## src/rtl/alu_param.sv

```systemverilog
// alu_param: accumulator ALU with register file and optional shift-add
// multiplier (enabled by defining ALU_PARAM_MUL_EN).
// Ports:
//   i_clk, i_rst                  clock, synchronous active-high reset
//   i_valid / o_ready             request handshake
//   i_operation_code              4-bit opcode
//   i_direct_load, i_direct_data  immediate load into the accumulator
//   i_data_memory_read_enable     operand select (memory or RF)
//   i_data_memory                 memory operand
//   i_rf_wr_en/_addr, i_rf_rd_addr  register-file access
//   o_alu                         combinational result
//   o_acumulator, o_register_file accumulator and RF read data
//   o_carry, o_zero, o_done       registered flags and completion pulse
module alu_param #(
    parameter int  DATA_W   = 8,
    parameter int  RF_DEPTH = 4,
    localparam int AW       = $clog2(RF_DEPTH)
) (
    input  logic              i_clk,
    input  logic              i_rst,
    input  logic              i_valid,
    output logic              o_ready,
    input  logic [3:0]        i_operation_code,
    input  logic              i_direct_load,
    input  logic [DATA_W-1:0] i_direct_data,
    input  logic              i_data_memory_read_enable,
    input  logic [DATA_W-1:0] i_data_memory,
    input  logic              i_rf_wr_en,
    input  logic [AW-1:0]     i_rf_wr_addr,
    input  logic [AW-1:0]     i_rf_rd_addr,
    output logic [DATA_W-1:0] o_alu,
    output logic [DATA_W-1:0] o_acumulator,
    output logic [DATA_W-1:0] o_register_file,
    output logic              o_carry,
    output logic              o_zero,
    output logic              o_done
);

    localparam logic [3:0] OP_ADD = 4'b0000;
    localparam logic [3:0] OP_SUB = 4'b0001;
    localparam logic [3:0] OP_AND = 4'b0010;
    localparam logic [3:0] OP_OR  = 4'b0011;
    localparam logic [3:0] OP_XOR = 4'b0100;
    localparam logic [3:0] OP_NOT = 4'b0101;
    localparam logic [3:0] OP_LD  = 4'b0110;
    localparam logic [3:0] OP_ADC = 4'b0111;
    localparam logic [3:0] OP_SHL = 4'b1000;
    localparam logic [3:0] OP_SHR = 4'b1001;

    logic [DATA_W-1:0] acc_q, acc_d;
    logic              carry_q, carry_d;
    logic              zero_q, zero_d;
    logic              done_q, done_d;
    logic [DATA_W-1:0] rf_q [RF_DEPTH];

    logic [DATA_W-1:0] opnd;
    logic [DATA_W-1:0] alu_res;
    logic              alu_cy;
    logic              alu_wr;
    logic              accept;

`ifdef ALU_PARAM_MUL_EN
    localparam logic [3:0] OP_MUL = 4'b1010;
    localparam int         CW     = $clog2(DATA_W);
    localparam logic [CW-1:0] LAST = CW'(DATA_W - 1);

    typedef enum logic {S_IDLE, S_MUL} state_e;
    state_e state_q, state_d;

    logic [2*DATA_W-1:0] prod_q, prod_d;
    logic [2*DATA_W-1:0] mcand_q, mcand_d;
    logic [DATA_W-1:0]   mplier_q, mplier_d;
    logic [CW-1:0]       cnt_q, cnt_d;

    assign o_ready = (state_q == S_IDLE);
`else
    assign o_ready = 1'b1;
`endif

    assign accept = i_valid & o_ready;
    assign opnd   = i_data_memory_read_enable ? i_data_memory
                                              : rf_q[i_rf_rd_addr];

    // Result of the current opcode; alu_wr marks opcodes that write A.
    always_comb begin
        alu_res = '0;
        alu_cy  = 1'b0;
        alu_wr  = 1'b1;
        case (i_operation_code)
            OP_ADD: {alu_cy, alu_res} = {1'b0, acc_q} + {1'b0, opnd};
            OP_SUB: begin
                alu_res = acc_q - opnd;
                alu_cy  = (acc_q < opnd);
            end
            OP_AND: alu_res = acc_q & opnd;
            OP_OR:  alu_res = acc_q | opnd;
            OP_XOR: alu_res = acc_q ^ opnd;
            OP_NOT: alu_res = ~opnd;
            OP_LD:  alu_res = opnd;
            OP_ADC: {alu_cy, alu_res} = {1'b0, acc_q} + {1'b0, opnd}
                                      + {{DATA_W{1'b0}}, carry_q};
            OP_SHL: begin
                alu_res = acc_q << 1;
                alu_cy  = acc_q[DATA_W-1];
            end
            OP_SHR: begin
                alu_res = acc_q >> 1;
                alu_cy  = acc_q[0];
            end
            default: alu_wr = 1'b0;
        endcase
    end

    assign o_alu = alu_res;

    always_comb begin
        acc_d   = acc_q;
        carry_d = carry_q;
        done_d  = 1'b0;
`ifdef ALU_PARAM_MUL_EN
        state_d  = state_q;
        prod_d   = prod_q;
        mcand_d  = mcand_q;
        mplier_d = mplier_q;
        cnt_d    = cnt_q;
`endif
        if (accept) begin
            done_d = 1'b1;
            if (i_direct_load) begin
                acc_d   = i_direct_data;
                carry_d = 1'b0;
            end else if (alu_wr) begin
                acc_d   = alu_res;
                carry_d = alu_cy;
            end
`ifdef ALU_PARAM_MUL_EN
            else if (i_operation_code == OP_MUL) begin
                done_d   = 1'b0;
                state_d  = S_MUL;
                prod_d   = '0;
                mcand_d  = {{DATA_W{1'b0}}, acc_q};
                mplier_d = opnd;
                cnt_d    = '0;
            end
`endif
        end
`ifdef ALU_PARAM_MUL_EN
        // One shift-add step per cycle on the captured operands.
        if (state_q == S_MUL) begin
            prod_d   = prod_q + (mplier_q[0] ? mcand_q : '0);
            mcand_d  = mcand_q << 1;
            mplier_d = mplier_q >> 1;
            cnt_d    = cnt_q + 1'b1;
            if (cnt_q == LAST) begin
                acc_d   = prod_d[DATA_W-1:0];
                carry_d = |prod_d[2*DATA_W-1:DATA_W];
                done_d  = 1'b1;
                state_d = S_IDLE;
            end
        end
`endif
        zero_d = (acc_d == '0);
    end

    always_ff @(posedge i_clk) begin
        if (i_rst) begin
            acc_q   <= '0;
            carry_q <= 1'b0;
            zero_q  <= 1'b1;
            done_q  <= 1'b0;
        end else begin
            acc_q   <= acc_d;
            carry_q <= carry_d;
            zero_q  <= zero_d;
            done_q  <= done_d;
        end
    end

`ifdef ALU_PARAM_MUL_EN
    always_ff @(posedge i_clk) begin
        if (i_rst) begin
            state_q  <= S_IDLE;
            prod_q   <= '0;
            mcand_q  <= '0;
            mplier_q <= '0;
            cnt_q    <= '0;
        end else begin
            state_q  <= state_d;
            prod_q   <= prod_d;
            mcand_q  <= mcand_d;
            mplier_q <= mplier_d;
            cnt_q    <= cnt_d;
        end
    end
`endif

    // RF stores the accumulator value held before this edge.
    always_ff @(posedge i_clk) begin
        if (i_rst) begin
            for (int i = 0; i < RF_DEPTH; i++) begin
                rf_q[i] <= '0;
            end
        end else if (i_rf_wr_en) begin
            rf_q[i_rf_wr_addr] <= acc_q;
        end
    end

    assign o_acumulator    = acc_q;
    assign o_register_file = rf_q[i_rf_rd_addr];
    assign o_carry         = carry_q;
    assign o_zero          = zero_q;
    assign o_done          = done_q;

endmodule

```

## config.mk

```make
export PLATFORM = sky130hd
export DESIGN_NAME = alu_param
export DESIGN_NICKNAME = d
export VERILOG_FILES = /design/src/rtl/alu_param.sv
export SDC_FILE = /design/constraint.sdc
export NUM_CORES = 1
export LEC_CHECK = 0
export ABC_AREA = 1
export BUFFER_PORTS_ARGS = -buffer_cell sky130_fd_sc_hd__buf_2
export CORE_MARGIN = 4
export CORE_UTILIZATION = 57
export CTS_BUF_LIST = sky130_fd_sc_hd__clkbuf_8
export CTS_CLUSTER_SIZE = 28
export DETAILED_ROUTE_END_ITERATION = 8
export GPL_TIMING_DRIVEN = 0
export MAX_ROUTING_LAYER = met4
export PLACE_DENSITY = 0.8
export SLEW_MARGIN = 20
export SYNTH_ARGS = -nofsm -noshare
export SYNTH_HDL_FRONTEND = slang
export SYNTH_SLANG_ARGS = --single-unit
```

## constraint.sdc

```tcl
create_clock -name i_clk -period 3.4 [get_ports i_clk]
set_input_delay 0.17 -clock i_clk [delete_from_list [all_inputs] [get_ports i_clk]]
set_output_delay 0.17 -clock i_clk [all_outputs]
set_load 0.05 [all_outputs]
```

==> results of run 1 <==
[state kept, by name (all words and copies together), names as in the netlist]
signal and count:
rf_q 32, o_carry 1, o_done 1, o_acumulator 8, o_zero 1
[metal layers]
layer  vias to the layer above  wire, um
met5                         -         0
met4                         0       127
met3                        16      1316
met2                       262      5192
met1                      1926      5227
li1                       2065         -
[synthesized netlist by cell type, types with 3 or more instances]
master / number
sky130_fd_sc_hd__nand2_1: 180
sky130_fd_sc_hd__nand3_1: 94
sky130_fd_sc_hd__nor2_1: 78
sky130_fd_sc_hd__inv_1: 67
sky130_fd_sc_hd__edfxtp_1: 32
sky130_fd_sc_hd__ha_1: 30
sky130_fd_sc_hd__a21oi_1: 25
sky130_fd_sc_hd__o21ai_0: 24
sky130_fd_sc_hd__dfxtp_1: 11
sky130_fd_sc_hd__buf_2: 6
sky130_fd_sc_hd__nand4_1: 5
sky130_fd_sc_hd__nor2_2: 5
sky130_fd_sc_hd__clkinv_1: 4
sky130_fd_sc_hd__inv_2: 4
sky130_fd_sc_hd__or2_2: 3
[kinds of logic (layout without fill, tap and decap cells)]
group                    after synthesis  after routing  synth area share [%]
XOR/XNOR                               1              1                0.2258
buffers and inverters                 88            153                 9.355
other                                  1              1               0.09668
AO/OA/AOI/OAI                         60             60                 8.452
adder cells (fa/ha/maj)               32             32                 10.71
AND/OR/NAND/NOR                      373            373                 40.71
flip-flops                            43             43                 30.45
[metrics by stage]
| step | total power [mW] | std cells | instance area, sq um | utilization (%) | TNS (ns) |
|---|---|---|---|---|---|
| after global placement | 1.253 | 727 | 4235 | 65.21 | 0 |
| after detailed placement | 1.264 | 727 | 4235 | 65.21 | 0 |
| after floorplan | 1.096 | 598 | 3879 | - | 0 |
| after global routing | 1.703 | 740 | 4434 | 68.27 | -0.01027 |
| after CTS | 1.582 | 735 | 4352 | 67.00 | 0 |
| final | 1.611 | 740 | 4434 | 68.27 | 0 |
[how the worst min path moves through the flow]
stage	end	slack (ns)
floorplan	o_carry$_SDFFE_PP0P_	0.36
global placement	o_carry$_SDFFE_PP0P_	0.50
detailed placement	o_carry$_SDFFE_PP0P_	0.53
CTS	o_carry$_SDFFE_PP0P_	0.24
global route	o_carry$_SDFFE_PP0P_	0.29
finish	o_carry$_SDFFE_PP0P_	0.26
[worst reg2reg max path: cells and delay by family (launching register included)]
kind | cells | cell delay [ns]
compound gates | 1 | 0.11
fa+ha+maj | 3 | 0.93
buf+inv | 5 | 0.46
flops | 1 | 0.37
simple gates | 16 | 1.27
[repair_timing]
item	in CTS	in global routing
cloned	0	0
setup buffers	0	5
gates resized for setup	9	15
pin swaps	0	6
setup endpoints to repair	2	9
[layout make-up]
type	instances	area (sq um)
Tap cell	77	96.34
Fill cell	606	2061
Timing Repair Buffer	57	317.8
Multi-Input combinational cell	467	2387
Clock buffer	5	68.82
Sequential cell	43	1181
Buffer	12	75.07
Clock inverter	3	20.02
Inverter	76	287.8
[power breakdown]
| part | total [mW] | switching [mW] | internal [mW] |
|---|---|---|---|
| logic | 0.678 | 0.487 | 0.192 |
| registers | 0.618 | 0.0240 | 0.594 |
| clock network | 0.315 | 0.172 | 0.143 |
[layout by cell type, fill, tap and decap left out, drive strengths merged, types with 4 or more instances in the layout]
cell type  count
a21oi         26
buf           67
clkbuf         7
clkinv         5
dfxtp         11
edfxtp        32
ha            30
inv           72
nand2        182
nand3         95
nand4          5
nor2          83
o21ai         26
or2            4
==> parameters.txt, run 1 <==
Parameter                              Value

Setup path
  Cell at the slowest stage of the critical path    sky130_fd_sc_hd__fa_2
  Sum of buffers and inverters on the critical path    2
  Worst-path maximum fanout    3
  Reg2Reg Capture Point    o_zero$_SDFF_PP1_
  Register-to-register setup slack    0.20 ns
  Logic depth of the worst register-to-register path    25
  Worst path required time    3.23 ns
  Total number of cells along the worst setup path    17
  Reg-to-reg critical path startpoint    rf_q[1][0]$_SDFFCE_PN0P_
  Type of origin of the critical path    flop
  Slowest stage delay, CP    0.58 ns
  Last element of the critical path    o_alu[7]
  Start point of the critical path    rf_q[1][0]$_SDFFCE_PN0P_
  Nature of the critical path endpoint    output pin
  Kind of critical path    flop to output pin
  Cell-by-cell trace of the critical path    nand2_1, nand3_1, nand2_1, nand2_1, o21ai_2, inv_2, ha_2, fa_2, nand2_2, nor2_4, nand2_2, nor2_2, nand2_1, o21bai_1, nand3_1, nand3_2, buf_8
  Dominant cell type by count on the critical path    sky130_fd_sc_hd__nand2_1
  Arrival time worst endpoint    3.05 ns
  Delay-heaviest family, CP    simple AND/OR/NAND/NOR gates

Yosys
  Cell Area, Synth    3879 sq um
  Synthesized flop and latch total    43
  Top post-synthesis cells by area    sky130_fd_sc_hd__edfxtp_1 (25%), sky130_fd_sc_hd__nand2_1 (17%), sky130_fd_sc_hd__nand3_1 (12%)
  Cell type with the highest aggregate area in the netlist    sky130_fd_sc_hd__edfxtp_1
  Share of synthesized area occupied by flip-flops and latches    30.45%
  Main synth FF type    sky130_fd_sc_hd__edfxtp_1
  Library cells used by synthesis    37
  Fraction of synthesized cell area taken by the top area cell type    24.77%
  Yosys synthesis warning count    0
  Number of flops mapped to enable cells by yosys    32
  Net count after synthesis    660
  Mean area per synthesized cell    6.486 sq um
  Post-Syn Instances    598
  Share of synthesized flip-flops with an asynchronous set or reset    0%

Worst hold path
  Path type of the worst min-delay path    input port to flop
  Beginning of the worst hold path    i_valid
  Depth of the worst hold-timing path    4

Clock tree
  Cts-stage hold buffer count    0
  Number of clock sinks    43
  Clk slew on worst S/H paths    0.08 ns
  Root buffer cell    sky130_fd_sc_hd__clkbuf_8
  Later-pin clock latency in the skew report    0.29 ns
  H-Tree Level Count    2
  TritonCTS Buffers    5
  CTS tree    yes
  Max Buffers Root-to-Sink    2

Pwr
  Worst supply voltage drop on vdd    335.2 uV
  Leakage    2.263 nW
  Pwr/cell area    363.2 nW/um^2

Timing
  Transition time at the pin with the least slew margin    0.7389 ns
  Final Max Tran Viols    0
  Final cycle utilization of the critical path    94.57%
  Headroom to the max-slew limit    50.47%
  Final setup fails    0
  Worst Hold Slack    0.2585 ns
  Final min period    3.215 ns
  Hold Fails Final Rpt    0
  Post-route clock skew    0.007353 ns
  Setup slack of the critical path after layout    0.1846 ns
  Top achievable clock speed    311.0 MHz

Routing
  Remaining antenna violation count    0
  Total via count in the routed design    4269
  Routed Wire Length    11860 um
  Routed wire length per instance    16.03 um
  DR iter-0 viols    472
  1st-pass router iterations    5
  # DRC    0
  Routed via count divided by cell count    5.769

Global route
  Met2 demand-to-capacity share in global routing    44.60%
  First-pass GRT wire length    19080 um
  Met1 Usage GRT    43.19%
  Overflow left after global routing    0
  Antenna violations before repair    0
  GR peak layer    met2
  Overall global routing resource usage    29.40%
  Number of global-route vias before repair    3867
  Met3 Track Usage GR    3.417%
  Largest net degree at the start of global routing    15

Final layout
  Number of nets in the layout    724
  Antenna cell count    0
  Syn-to-layout area delta    14.32%
  Fraction of layout cells with a size suffix above 1    16.44%

Job
  Max capacitance violation total    0

Placement
  Estimated wirelength of the detail-placed design    9446 um
  Pre-CTS setup slack    0.03406 ns
  Routability congestion estimate    0.9304
  Port Buffers    52

Die
  Area inside the core boundary    6495 sq um
  # rows    29
  Initial Util    59.72%
  Die Area    8188 sq um
  Die Y-Extent    90.49 um
  I/O Pins    58
  Die extent in x    90.49 um

Status
  Run status    finished, final reports clean
Power figures use the tool's default switching activity.
==> run 2, diff against run 1 <==
--- a/config.mk
+++ b/config.mk
@@ -7,7 +7,7 @@
 export LEC_CHECK = 0
 export ABC_AREA = 1
 export BUFFER_PORTS_ARGS = -buffer_cell sky130_fd_sc_hd__buf_2
-export CORE_MARGIN = 4
+export CORE_MARGIN = 3
 export CORE_UTILIZATION = 57
 export CTS_BUF_LIST = sky130_fd_sc_hd__clkbuf_8
 export CTS_CLUSTER_SIZE = 28
==> parameters.txt, run 2 (same netlist as run 1, synthesis figures left out) <==
Parameter                              Value

Status
  Run status    finished, final reports clean

Pwr
  Pwr/cell area    367.5 nW/um^2
  Power after layout    1.614 mW
  Leakage    2.247 nW
  Worst supply voltage drop on vdd    265.8 uV

Timing
  Final Max Tran Viols    0
  Post-route clock skew    0.01349 ns
  Final min period    3.240 ns
  Unrepaired setup endpoints after global routing    yes
  Transition time at the pin with the least slew margin    0.8077 ns
  Hold Fails Final Rpt    0
  Setup slack of the critical path after layout    0.1596 ns
  Top achievable clock speed    308.6 MHz
  Worst Hold Slack    0.2114 ns
  Final setup fails    0
  Headroom to the max-slew limit    45.95%
  Final cycle utilization of the critical path    95.31%

Routing
  Routed via count divided by cell count    5.791
  DR iter-0 viols    526
  Routed Wire Length    11920 um
  Routed wire length per instance    16.20 um
  Remaining antenna violation count    0
  1st-pass router iterations    8
  # DRC    0
  Total via count in the routed design    4262

Setup path
  Dominant cell type by count on the critical path    sky130_fd_sc_hd__nand2_1
  Slowest stage delay, CP    0.56 ns
  Start point of the critical path    rf_q[3][0]$_DFFE_PP_
  Cell at the slowest stage of the critical path    sky130_fd_sc_hd__fa_2
  Arrival time worst endpoint    3.07 ns
  Reg-to-reg critical path startpoint    rf_q[3][0]$_DFFE_PP_
  Cell-by-cell trace of the critical path    nand2_1, nand3_1, nand2_1, nand2_1, o21ai_2, inv_1, ha_2, fa_2, nand2_1, nor2_2, nand2_1, nor2_2, nand2_1, o21bai_1, nand3_1, nand3_2, buf_8
  Nature of the critical path endpoint    output pin
  Worst-path maximum fanout    3
  Kind of critical path    flop to output pin
  Logic depth of the worst register-to-register path    22
  Type of origin of the critical path    flop
  Worst path required time    3.23 ns

Placement
  Routability congestion estimate    0.9752
  Pre-CTS setup slack    0.06484 ns
  Post-Place Cells    727
  Port Buffers    52
  Estimated wirelength of the detail-placed design    9409 um

Clock tree
  Later-pin clock latency in the skew report    0.30 ns
  Root buffer cell    sky130_fd_sc_hd__clkbuf_8
  Cts-stage hold buffer count    0
  Clk slew on worst S/H paths    0.09 ns
  H-Tree Level Count    2
  Max Buffers Root-to-Sink    2
  Number of clock sinks    43
  TritonCTS Buffers    5
  CTS tree    yes

Worst hold path
  Beginning of the worst hold path    i_valid
  Path type of the worst min-delay path    input port to flop
  Depth of the worst hold-timing path    4

Final layout
  Fill count    592
  Most flops, register    rf_q
  Syn-to-layout area delta    13.19%
  End-of-flow core utilization    67.98%
  Flip-flop count of the largest register, all copies and words added    32
  Number of nets in the layout    720
  Number of standard cells in the final layout excluding fillers    736
  Antenna cell count    0
  Most frequent cells in the layout    sky130_fd_sc_hd__nand2_1 (177), sky130_fd_sc_hd__nand3_1 (92), sky130_fd_sc_hd__nor2_1 (74), sky130_fd_sc_hd__inv_1 (68), sky130_fd_sc_hd__buf_2 (56)
  Fraction of layout cells with a size suffix above 1    15.63%
  Most common cell after layout, fill and taps aside    sky130_fd_sc_hd__nand2_1

Die
  Die Y-Extent    88.49 um
  # rows    29
  Initial Util    60.05%
  I/O Pins    58
  Die Area    7830 sq um
  Area inside the core boundary    6459 sq um
  Die extent in x    88.49 um

Global route
  Number of global-route vias before repair    3851
  Overflow left after global routing    0
  Overall global routing resource usage    32.35%
  Largest net degree at the start of global routing    14
  Antenna violations before repair    0
  First-pass GRT wire length    18770 um

Job
  Max capacitance violation total    0
-- run 2: worst paths after layout --
kind	slack, ns	to
setup / recovery	0.16	o_alu[7]
hold / removal	0.21	o_carry$_SDFFE_PP0P_
setup reg to reg	0.23	o_zero$_SDFF_PP1_
hold reg to reg	0.60	o_carry$_SDFFE_PP0P_
-- run 2: cell type report --
class,instances,area [sq um],share of cell area [%]
clock inverter,3,16.27,0.3705
timing repair buffer,53,284.0,6.469
multi-input combinational,467,2380,54.20
sequential,43,1182,26.93
clock buffer,5,68.82,1.567
buffer,12,75.07,1.710
inverter,76,287.8,6.555
tap,77,96.34,2.194
-- run 2: what timing repair did --
item | in CTS | in global routing
resized for setup | 4 | 17
pin swaps | 0 | 2
buffers inserted | 0 | 1
endpoints found under the setup margin | 2 | 8
-- run 2: per-layer routing --
layer / part of all wire [%] / vias to the layer above / wire length (um) / track usage, %
met3: 10 / 23 / 1191 / 3.911
met1: 44 / 1940 / 5224 / 45.87
met4: 1.3 / 0 / 155 / 6.868
li1: - / 2060 / - / -
met5: 0 / - / 0 / -
met2: 45 / 239 / 5348 / 49.90
-- run 2: worst max-delay path: cells and delay by family, from the launching register on --
| family | cells | cell delay, ns |
|---|---|---|
| AO/OA/AOI/OAI | 2 | 0.26 |
| flip-flops | 1 | 0.37 |
| AND/OR/NAND/NOR | 11 | 1.14 |
| buffers and inverters | 2 | 0.25 |
| adder cells (fa/ha/maj) | 2 | 0.77 |
-- run 2: through the flow --
step | TNS, ns | cell area (sq um)
3_5_place_dp | 0 | 4235
3_3_place_gp | 0 | 4235
5_1_grt | -0.09381 | 4390
4_1_cts | 0 | 4332
2_1_floorplan | 0 | 3879
6_report | 0 | 4390
-- run 2: report_power, final --
group | internal, mW | total, mW | switching [mW]
combinational | 0.185 | 0.672 | 0.487
sequential | 0.594 | 0.619 | 0.0248
clock | 0.141 | 0.323 | 0.182
